==> src/rtl/daq_pkg.sv <==
// Shared constants and state encoding for the DAQ ADC/DAC serial link models.
package daq_pkg;

    localparam int DATA_W      = 12;
    localparam int LEAD_ZEROS  = 4;
    localparam int SYNC_STAGES = 2;

    typedef enum logic [1:0] {
        IDLE    = 2'd0,
        ACTIVE  = 2'd1,
        WAIT_CS = 2'd2
    } resp_state_t;

endpackage

==> src/rtl/spi_edge_sync.sv <==
// Synchronises one asynchronous SPI pin into clk and produces single-cycle
// rise/fall pulses from the synchronised level and a history flop.
module spi_edge_sync
    import daq_pkg::*;
(
    input  logic clk,
    input  logic reset,
    input  logic pin,
    output logic level,
    output logic rise,
    output logic fall,
    output logic valid
);

    logic [SYNC_STAGES-1:0] sync_q;
    logic                   hist_q;
    logic [SYNC_STAGES:0]   prime_q;

    // prime_q fills with ones after reset so the artificial reset value of the
    // synchroniser never masquerades as a real pin level or edge.
    always_ff @(posedge clk) begin
        if (reset) begin
            sync_q  <= '1;
            hist_q  <= 1'b1;
            prime_q <= '0;
        end else begin
            sync_q  <= {sync_q[SYNC_STAGES-2:0], pin};
            hist_q  <= sync_q[SYNC_STAGES-1];
            prime_q <= {prime_q[SYNC_STAGES-1:0], 1'b1};
        end
    end

    assign level = sync_q[SYNC_STAGES-1];
    assign valid = prime_q[SYNC_STAGES];
    assign rise  = valid &  level & ~hist_q;
    assign fall  = valid & ~level &  hist_q;

endmodule

==> src/rtl/spi_adc_responder.sv <==
// SPI mode-0 slave emulating the serial ADC: shifts a held sample out on MISO,
// MSB-first after a run of leading zeros, entirely in the clk domain.
module spi_adc_responder #(
    parameter int DATA_W     = daq_pkg::DATA_W,
    parameter int LEAD_ZEROS = daq_pkg::LEAD_ZEROS
) (
    input  logic              clk,
    input  logic              reset,
    input  logic              cs_n,
    input  logic              sclk,
    output logic              miso,
    output logic              miso_oe,
    input  logic [DATA_W-1:0] din,
    input  logic              din_valid,
    output logic              sample_taken,
    output logic              busy,
    output logic              frame_done,
    output logic              frame_err
);

    import daq_pkg::*;

    localparam int FRAME_BITS = LEAD_ZEROS + DATA_W;
    localparam int CNT_W      = $clog2(FRAME_BITS + 1);
    localparam logic [CNT_W-1:0] LAST_CNT = CNT_W'(FRAME_BITS);

    logic                  cs_level, cs_rise, cs_fall, cs_valid;
    logic                  sclk_level, sclk_rise, sclk_fall, sclk_valid;
    logic                  unused_sclk;
    logic [DATA_W-1:0]     hold;
    logic [FRAME_BITS-1:0] shift;
    logic [FRAME_BITS-1:0] load_word;
    logic [CNT_W-1:0]      bit_cnt;
    logic [CNT_W-1:0]      next_cnt;
    logic                  armed;
    resp_state_t           state;

    spi_edge_sync u_cs_sync (
        .clk   (clk),
        .reset (reset),
        .pin   (cs_n),
        .level (cs_level),
        .rise  (cs_rise),
        .fall  (cs_fall),
        .valid (cs_valid)
    );

    spi_edge_sync u_sclk_sync (
        .clk   (clk),
        .reset (reset),
        .pin   (sclk),
        .level (sclk_level),
        .rise  (sclk_rise),
        .fall  (sclk_fall),
        .valid (sclk_valid)
    );

    assign unused_sclk = sclk_level ^ sclk_valid;

    // A sample arriving on the very cycle the frame starts is used directly.
    assign load_word = {{LEAD_ZEROS{1'b0}}, (din_valid ? din : hold)};
    assign next_cnt  = bit_cnt + CNT_W'(1);

    always_ff @(posedge clk) begin
        if (reset) begin
            miso         <= 1'b0;
            miso_oe      <= 1'b0;
            busy         <= 1'b0;
            sample_taken <= 1'b0;
            frame_done   <= 1'b0;
            frame_err    <= 1'b0;
            hold         <= '0;
            shift        <= '0;
            bit_cnt      <= '0;
            armed        <= 1'b0;
            state        <= IDLE;
        end else begin
            sample_taken <= 1'b0;
            frame_done   <= 1'b0;
            frame_err    <= 1'b0;

            if (din_valid)
                hold <= din;

            // A chip select already low when reset lifts must be released first.
            if (cs_valid && cs_level)
                armed <= 1'b1;

            case (state)
                IDLE: begin
                    miso    <= 1'b0;
                    miso_oe <= 1'b0;
                    busy    <= 1'b0;
                    if (cs_fall && armed) begin
                        shift        <= load_word;
                        sample_taken <= 1'b1;
                        bit_cnt      <= '0;
                        miso         <= load_word[FRAME_BITS-1];
                        miso_oe      <= 1'b1;
                        busy         <= 1'b1;
                        state        <= ACTIVE;
                    end
                end

                ACTIVE: begin
                    if (sclk_rise)
                        bit_cnt <= next_cnt;

                    if (sclk_rise && (next_cnt == LAST_CNT)) begin
                        frame_done <= 1'b1;
                        miso       <= 1'b0;
                        if (cs_rise) begin
                            miso_oe <= 1'b0;
                            busy    <= 1'b0;
                            state   <= IDLE;
                        end else begin
                            state   <= WAIT_CS;
                        end
                    end else if (cs_rise) begin
                        frame_err <= 1'b1;
                        miso      <= 1'b0;
                        miso_oe   <= 1'b0;
                        busy      <= 1'b0;
                        state     <= IDLE;
                    end else if (sclk_fall && (bit_cnt < LAST_CNT)) begin
                        shift <= {shift[FRAME_BITS-2:0], 1'b0};
                        miso  <= shift[FRAME_BITS-2];
                    end
                end

                WAIT_CS: begin
                    miso    <= 1'b0;
                    miso_oe <= 1'b1;
                    busy    <= 1'b1;
                    if (cs_rise) begin
                        miso_oe <= 1'b0;
                        busy    <= 1'b0;
                        state   <= IDLE;
                    end
                end

                default: begin
                    state <= IDLE;
                end
            endcase
        end
    end

endmodule
==> config.mk <==
export PLATFORM = sky130hd
export DESIGN_NAME = spi_adc_responder
export DESIGN_NICKNAME = d
export VERILOG_FILES = /design/src/rtl/daq_pkg.sv /design/src/rtl/spi_edge_sync.sv /design/src/rtl/spi_adc_responder.sv
export SDC_FILE = /design/constraint.sdc
export NUM_CORES = 1
export LEC_CHECK = 0
export CAP_MARGIN = 0
export CORE_UTILIZATION = 60
export CTS_BUF_LIST = sky130_fd_sc_hd__clkbuf_16
export CTS_CLUSTER_DIAMETER = 80
export DETAILED_ROUTE_END_ITERATION = 10
export GPL_TIMING_DRIVEN = 0
export PLACE_DENSITY = 0.88
export SLEW_MARGIN = 20
export SYNTH_ARGS = -nofsm -noshare
export SYNTH_HDL_FRONTEND = slang
export SYNTH_SLANG_ARGS = --single-unit
==> constraint.sdc <==
create_clock -name clk -period 5.11 [get_ports clk]
set_input_delay 1.022 -clock clk [delete_from_list [all_inputs] [get_ports clk]]
set_output_delay 1.022 -clock clk [all_outputs]
set_load 0.05 [all_outputs]
Yosys cells after proc, flatten, opt, wreduce, memory -nomap -nowiden
Cells that the tools add are included.
{ "totals": {"register_bits": 52, "latch_bits": 0, "mem_bits_rw": 0, "rom_bits": 0, "in_bits": 17, "out_inout_bits": 6, "n_memories": 0} }
{ "op_classes": {"add_sub_neg": 1, "mul": 0, "div_mod_pow": 0, "n_lt_le_gt_ge": 1, "eq_ne": 10, "n_shift": 0, "mux": 26, "bitwise": 14, "reduce_logical": 16} }
{ "ops": {"columns": ["op", "count"], "rows": [
  ["$mux W15", 4],
  ["$pmux W15 S2", 1],
  ["$mux W12", 1],
  ["$ne A2 B2 Y1 const B", 6],
  ["$mux W1", 10],
  ["$mux W5", 2],
  ["$pmux W5 S2", 1],
  ["$and A1 B1 Y1", 8],
  ["$mux W2", 4],
  ["$not A1 Y1", 6],
  ["$pmux W2 S3", 1],
  ["$reduce_or A2 Y1", 3],
  ["$add A5 B1 Y5 const B", 1],
  ["$eq A5 B5 Y1 const B", 1],
  ["$lt A5 B5 Y1 const B", 1],
  ["$reduce_and A5 Y1", 1],
  ["$logic_and A1 B1 Y1", 4],
  ["$ne A4 B4 Y1 const B", 1],
  ["$reduce_and A2 Y1", 2],
  ["$reduce_bool A2 Y1", 2],
  ["$pmux W1 S3", 1],
  ["$reduce_and A3 Y1", 1],
  ["$reduce_bool A3 Y1", 1],
  ["$reduce_or A3 Y1", 1],
  ["other kinds (4)", 4]
]} }

Logic depth before layout (Yosys ltp)
Gate-level depths: netlist of run 1.
{ "depth": {"ltp_word": 8, "mapped_depth": 9, "depth_no_buf": 7} }

Cells and area by module
From an unflattened synthesis of run 1, not the netlist that was laid out.
{ "hier_totals": {"hier_cells": 226, "area_unflattened_um2": 2223.4} }
{ "modules_own_cells": {"columns": ["module", "instances", "cells_per_inst", "area_each_um2", "seq_area_each_um2"], "rows": [
  ["spi_adc_responder", 1, 198, 1878.1, 800.8],
  ["spi_edge_sync", 2, 14, 172.7, 120.1]
]} }

Least setup slack after synthesis of run 1
No wires, ideal clock.
{ "synth_timing": {"path_type": "register to output", "start": "reg, netlist name busy", "end": "out miso_oe", "arrival_ps": 913, "required_ps": 4088, "path_slack_ps": 3175, "stages_incl_launch_ff": 2, "path_buffers": 1, "cell_sequence": "dfxtp_1 -> buf_4"} }
{ "synth_rtl": {"columns": ["item", "line", "source"], "rows": [
  ["end, declared", "spi_adc_responder.sv:12", "output logic miso_oe,"]
]} }

==> results of run 1 <==
## registers in the layout (all words and copies together), names as in the netlist, 2 cells and up
name	flops
bit_cnt	5
u_sclk_sync.prime_q	3
hold	12
state	2
u_sclk_sync.sync_q	2
u_cs_sync.sync_q	2
shift	15
## worst min path at each step
| stage | endpoint | slack, ps | cells past startpoint |
|---|---|---|---|
| 3_3_place_gp | u_sclk_sync.sync_q[1] | 390 | 1 |
| 5_1_grt | u_sclk_sync.sync_q[1] | 420 | 1 |
| 4_1_cts | u_cs_sync.sync_q[1] | 400 | 1 |
| 2_1_floorplan | u_cs_sync.sync_q[1] | 380 | 1 |
| 3_5_place_dp | u_cs_sync.sync_q[1] | 390 | 1 |
| 6_report | u_cs_sync.sync_q[1] | 400 | 1 |
## cell type report
cell class / instances / area share
clock inverter: 3 / 0.01424
tap: 46 / 0.02184
multi-input combinational: 168 / 0.4217
inverter: 5 / 0.007122
buffer: 15 / 0.03561
sequential: 49 / 0.3723
clock buffer: 5 / 0.04748
timing repair buffer: 21 / 0.07977
## stage by stage
stage	total power, µW	instances	worst slack [ps]
5_1_grt	825.4	312	2496
2_1_floorplan	427.0	237	3175
3_3_place_gp	444.8	304	2508
3_5_place_dp	446.6	304	2484
6_report	797.5	312	2556
4_1_cts	800.2	312	2539
## worst max-delay path: cells and delay by family (launching register included)
| kind | cells | cell delay [ps] |
|---|---|---|
| buf+inv | 2 | 900 |
| flops | 1 | 350 |
## power by group
| group | leakage, µW | switching, µW | internal, µW | total (µW) |
|---|---|---|---|---|
| registers | 0.000399 | 3.74 | 391 | 395 |
| logic | 0.000510 | 21.1 | 21.9 | 43.0 |
| clock network | 0.0000826 | 132 | 227 | 360 |
| total | 0.000991 | 157 | 640 | 797 |
## cell families after synthesis
kind of cell / after synthesis / synth area share
buffers and inverters: 20 / 0.05107
and+or+nand+nor: 95 / 0.2299
muxes: 24 / 0.1090
DFF: 49 / 0.4449
adders and majority gates: 7 / 0.03973
AOI/OAI and AO/OA: 42 / 0.1254
## per-layer routing
| layer | track usage | vias to the layer above | routed length (µm) |
|---|---|---|---|
| met1 | 0.3192 | 845 | 1945 |
| met4 | 0.09884 | 0 | 55 |
| li1 | - | 877 | - |
| met5 | 0 | - | 0 |
| met2 | 0.4321 | 73 | 2266 |
| met3 | 0.07664 | 8 | 302 |
## cell usage after synthesis (2+ instances only)
master / count / area [µm²]
a22oi_1: 2 / 15.01
nand2_1: 26 / 97.59
a21oi_1: 9 / 45.04
nand3_1: 6 / 30.03
nand2b_1: 5 / 31.28
nor3b_1: 2 / 15.01
mux2i_1: 24 / 240.2
nor4b_1: 2 / 17.52
o21ai_0: 12 / 60.06
nand3b_1: 3 / 22.52
nand4_1: 3 / 18.77
clkbuf_1: 8 / 30.03
buf_6: 2 / 22.52
dfxtp_1: 49 / 980.9
a211oi_1: 2 / 15.01
buf_2: 2 / 10.01
nor2_1: 28 / 105.1
ha_1: 7 / 87.58
inv_1: 4 / 15.01
a21oi_2: 3 / 26.28
nand3_2: 3 / 30.03
or2_1: 6 / 37.54
nor2b_1: 3 / 18.77
o31ai_1: 3 / 22.52
==> metrics.yaml, run 1 <==
logic_synthesis:
  ys_types: 47
  synth-edff-count: 0
  synth_fp_nets: 261
  syn_inst: 237
  synth-warning-count: 0
  synth_ff_type: "dfxtp_1"
  synth.avg_cell_area_um2: 9.302
  ys_seq_area_frac: 0.4449
  async_flop_share: 0
  syn_area_um2: 2205
  synth_seq_cells: 49
sta:
  final_hold_viol_count: 0
  tightest_slew_ps: 553.9
  period_needed_ps: 2554
  setup_tns_ps: 0
  slew_headroom: 0.6307
  final.setup_skew_ps: 5.395
  rsz0062_at_grt: "no"
  setup_viol: 0
  drv_slew: 0
  max_freq_mhz: 391.5
  whs_ps: 403.2
  final.period_utilization: 0.4998
pwr:
  power_density_nw_per_um2: 302.6
  p_leak_uw: 0.0009914
  peakVddDrop_mv: 0.2583
cts:
  ctsHoldBuffers: 0
  clk_pin_slew_worst_paths_ps: 60
  cts-root-buf: "clkbuf_16"
  insertion_delay_ps: 280
  h-tree-depth: 2
  tritoncts: "done"
  cts_num_sinks: 49
  clockBufferDepth: 2
  cts_resized: 0
  cts_setup_buffers: 0
  cts_buffers: 5
critical_path:
  crit_path_end: "miso_oe"
  start_kind: "flip-flop"
  endpoint_kind: "output port"
  r2r_setup_slack_ps: 3050
  critPathSlowestCell: "clkdlybuf4s50_1"
  worstPathCellList: "buf_4 -> clkdlybuf4s50_1"
  crit_fanout: 3
  reg2regPathDepth: 7
  rr_startpoint: "state[1]"
  r2r_end: "bit_cnt[0]"
  cp_data_arrival_time_ps: 1530
  required_ps: 4090
  crit_start: "busy"
  crit_type: "reg2out"
  crit_path_max_incr_delay_ps: 780
placement:
  placed_area_um2: 2472
  io_buffers: 21
  place_hpwl_mm: 3.095
  place_congestion: 0.9092
route:
  vias_per_cell: 5.779
  post_drt_wl_per_cell_um: 14.65
  drc: 0
  drt_first_pass_iters: 4
  drtIter0Drc: 102
  vias: 1803
  drt-total-wl_mm: 4.570
  drtAntennaViolNets: 0
floorplanning:
  fp.coreArea_um2: 3416
  rows: 21
  die_h_um: 62.62
  io_pins: 23
  dieArea_um2: 3921
  start_util: 0.6454
  die_w_um: 62.62
cells_and_area:
  fin_area_um2: 2635
  fin_util: 0.7714
  final_cell_mix: "dfxtp_1, nor2_1, nand2_1"
  final_nets: 289
  final_common_cell: "dfxtp_1"
  register_area_um2: 980.9
  area_delta_synth_final_pct: 19.52
  fill_cells: 221
  diodes: 0
  multiInputGateArea_um2: 1111
  drive_above_1_share: 0.08647
global_route:
  grt_max_degree: 15
  antenna_found_initial: 0
  grt_pass1_vias: 1752
  grt_pass1_wl_mm: 7.969
  gr-total-overflow: 0
  track_usage: 0.2614
min_path:
  hold_class: "reg2reg"
  min_from: "u_cs_sync.sync_q[0]"
run_status:
  status: "finished clean"
flow_run:
  max_cap_violations: 0
Note: power is estimated with default switching activity, not from simulation.
==> inputs of run 2 (changes only) <==
--- a/config.mk
+++ b/config.mk
@@ -6,12 +6,12 @@
 export NUM_CORES = 1
 export LEC_CHECK = 0
 export CAP_MARGIN = 0
-export CORE_UTILIZATION = 60
+export CORE_UTILIZATION = 55
 export CTS_BUF_LIST = sky130_fd_sc_hd__clkbuf_16
 export CTS_CLUSTER_DIAMETER = 80
 export DETAILED_ROUTE_END_ITERATION = 10
 export GPL_TIMING_DRIVEN = 0
-export PLACE_DENSITY = 0.88
+export PLACE_DENSITY = 0.82
 export SLEW_MARGIN = 20
 export SYNTH_ARGS = -nofsm -noshare
 export SYNTH_HDL_FRONTEND = slang
==> constraint.sdc (replaced) <==
create_clock -name clk -period 2.4 [get_ports clk]
set_input_delay 0.48 -clock clk [delete_from_list [all_inputs] [get_ports clk]]
set_output_delay 0.48 -clock clk [all_outputs]
set_load 0.05 [all_outputs]
==> run 2 against run 1 <==
Design area about the same. Clock power is 110% higher. Clock skew shrank 1.9 ps. Via count decreased by 2.5%. Critical path type is now reg2reg. Die area grew 8.8%. Sequential share of layout area barely moved. Global-route usage fell by 3.4 points. Register-to-register slack got worse by 2700 ps. Worst hold slack improved by 1.9 ps. Core utilization is 6.7 points lower. Worst setup slack lost 2200 ps.
==> metrics.yaml, run 2 (synthesis results as in run 1) <==
run_status:
  status: "finished clean"
cts:
  ctsHoldBuffers: 0
  insertion_delay_ps: 280
  h-tree-depth: 2
  clockBufferDepth: 2
  cts_buffers: 5
  cts-root-buf: "clkbuf_16"
  clk_pin_slew_worst_paths_ps: 60
  cts_num_sinks: 49
  cts_resized: 0
  cts_setup_buffers: 0
  tritoncts: "done"
pwr:
  p_sw_frac: 0.1990
  peakVddDrop_mv: 0.3542
  netSwitchingPower_uw: 338.6
  power_density_nw_per_um2: 645.3
  p_leak_uw: 0.0009914
  pwr-share-clk: 0.452
  p_comb_frac: 0.054
  p_int_uw: 1363
  pwr-share-seq: 0.494
  total_power_uw: 1702
global_route:
  gr-total-overflow: 0
  antenna_found_initial: 0
  grt_max_degree: 15
  grt_pass1_vias: 1606
  track_usage: 0.2275
  grt_pass1_wl_mm: 7.396
floorplanning:
  rows: 22
  die_h_um: 65.31
  dieArea_um2: 4265
  io_pins: 23
  fp.coreArea_um2: 3744
  start_util: 0.5889
  die_w_um: 65.31
critical_path:
  critPathBufInv: 3
  endpoint_kind: "flip-flop"
  crit_type: "reg2reg"
  cp_data_arrival_time_ps: 2200
  worstPathCellList: "inv_1 -> ha_1 -> clkbuf_1 -> clkbuf_1 -> o21ai_0 -> mux2i_1 -> nor2_1"
  critPathSlowestCell: "clkbuf_1"
  cp_common_cell: "clkbuf_1"
  critPathTopFamily: "buffers and inverters"
  crit_path_max_incr_delay_ps: 420
  crit_fanout: 10
  start_kind: "flip-flop"
  required_ps: 2550
cells_and_area:
  regMostFlops: "shift"
  largestRegisters: "shift (15), hold (12), bit_cnt (5)"
  diodes: 0
  final_cell_mix: "dfxtp_1, nor2_1, nand2_1"
  largest_reg_flops: 15
  final_common_cell: "dfxtp_1"
  area_delta_synth_final_pct: 19.64
  drive_above_1_share: 0.08647
  final_nets: 289
route:
  post_drt_wl_per_cell_um: 14.11
  drtIter0Drc: 159
  vias: 1758
  drt-total-wl_mm: 4.432
  drtAntennaViolNets: 0
  vias_per_cell: 5.599
  drc: 0
  drt_first_pass_iters: 4
sta:
  period_needed_ps: 2045
  drv_slew: 0
  setup_tns_ps: 0
  setup_viol: 0
  final.setup_skew_ps: 3.542
  tightest_slew_ps: 585.1
  final.period_utilization: 0.8520
  max_freq_mhz: 489.0
  rsz0062_at_grt: "no"
  slew_headroom: 0.6099
  final_hold_viol_count: 0
placement:
  io_buffers: 21
  place_congestion: 0.8727
  place_hpwl_mm: 2.966
min_path:
  hold_class: "reg2reg"
flow_run:
  max_cap_violations: 0
## run 2: metal layers
| metal | track usage | part of all wire | up-vias |
|---|---|---|---|
| met1 | 0.3009 | 0.48 | 823 |
| li1 | - | - | 884 |
| met3 | 0.05729 | 0.052 | 8 |
| met5 | 0 | 0 | - |
| met2 | 0.3608 | 0.46 | 43 |
| met4 | 0.07337 | 0.017 | 0 |
## run 2: final cells by class
type,count,area [µm²]
clock inverter,3,37.54
clock buffer,5,125.1
timing repair buffer,21,210.2
tap,48,60.06
buffer,15,93.84
multi-input combinational,168,1111
sequential,49,980.9
inverter,5,18.77
fill,314,1106
## run 2: final timing paths
kind | start | end | slack, ps | depth (start not counted)
hold reg to reg | u_sclk_sync.sync_q[0] | u_sclk_sync.sync_q[1] | 410 | 1
setup / recovery | state[1] | shift[2] | 360 | 7
hold / removal | u_sclk_sync.sync_q[0] | u_sclk_sync.sync_q[1] | 410 | 1
setup reg to reg | state[1] | shift[2] | 360 | 7
## run 2: through the flow
stage / cells / util / area (µm²) / hold WS (ps) / setup slack, ps
global route: 314 / 0.7045 / 2638 / 413.0 / 210.4
detailed placement: 306 / 0.6611 / 2475 / 392.5 / 310.8
floorplan: 237 / - / 2205 / 383.2 / 682.8
CTS: 314 / 0.7045 / 2638 / 407.1 / 394.4
global placement: 306 / 0.6611 / 2475 / 386.6 / 343.4
finish: 314 / 0.7045 / 2638 / 405.2 / 355.1
## run 2: power groups by stage
stage / combinational (µW) / sequential [µW] / clock, µW
5_1_grt: 102 / 841 / 816
2_1_floorplan: 52.5 / 857 / 0
4_1_cts: 93.2 / 840 / 775
6_report: 92.1 / 840 / 770
3_5_place_dp: 91.9 / 858 / 0
3_3_place_gp: 89.3 / 858 / 0
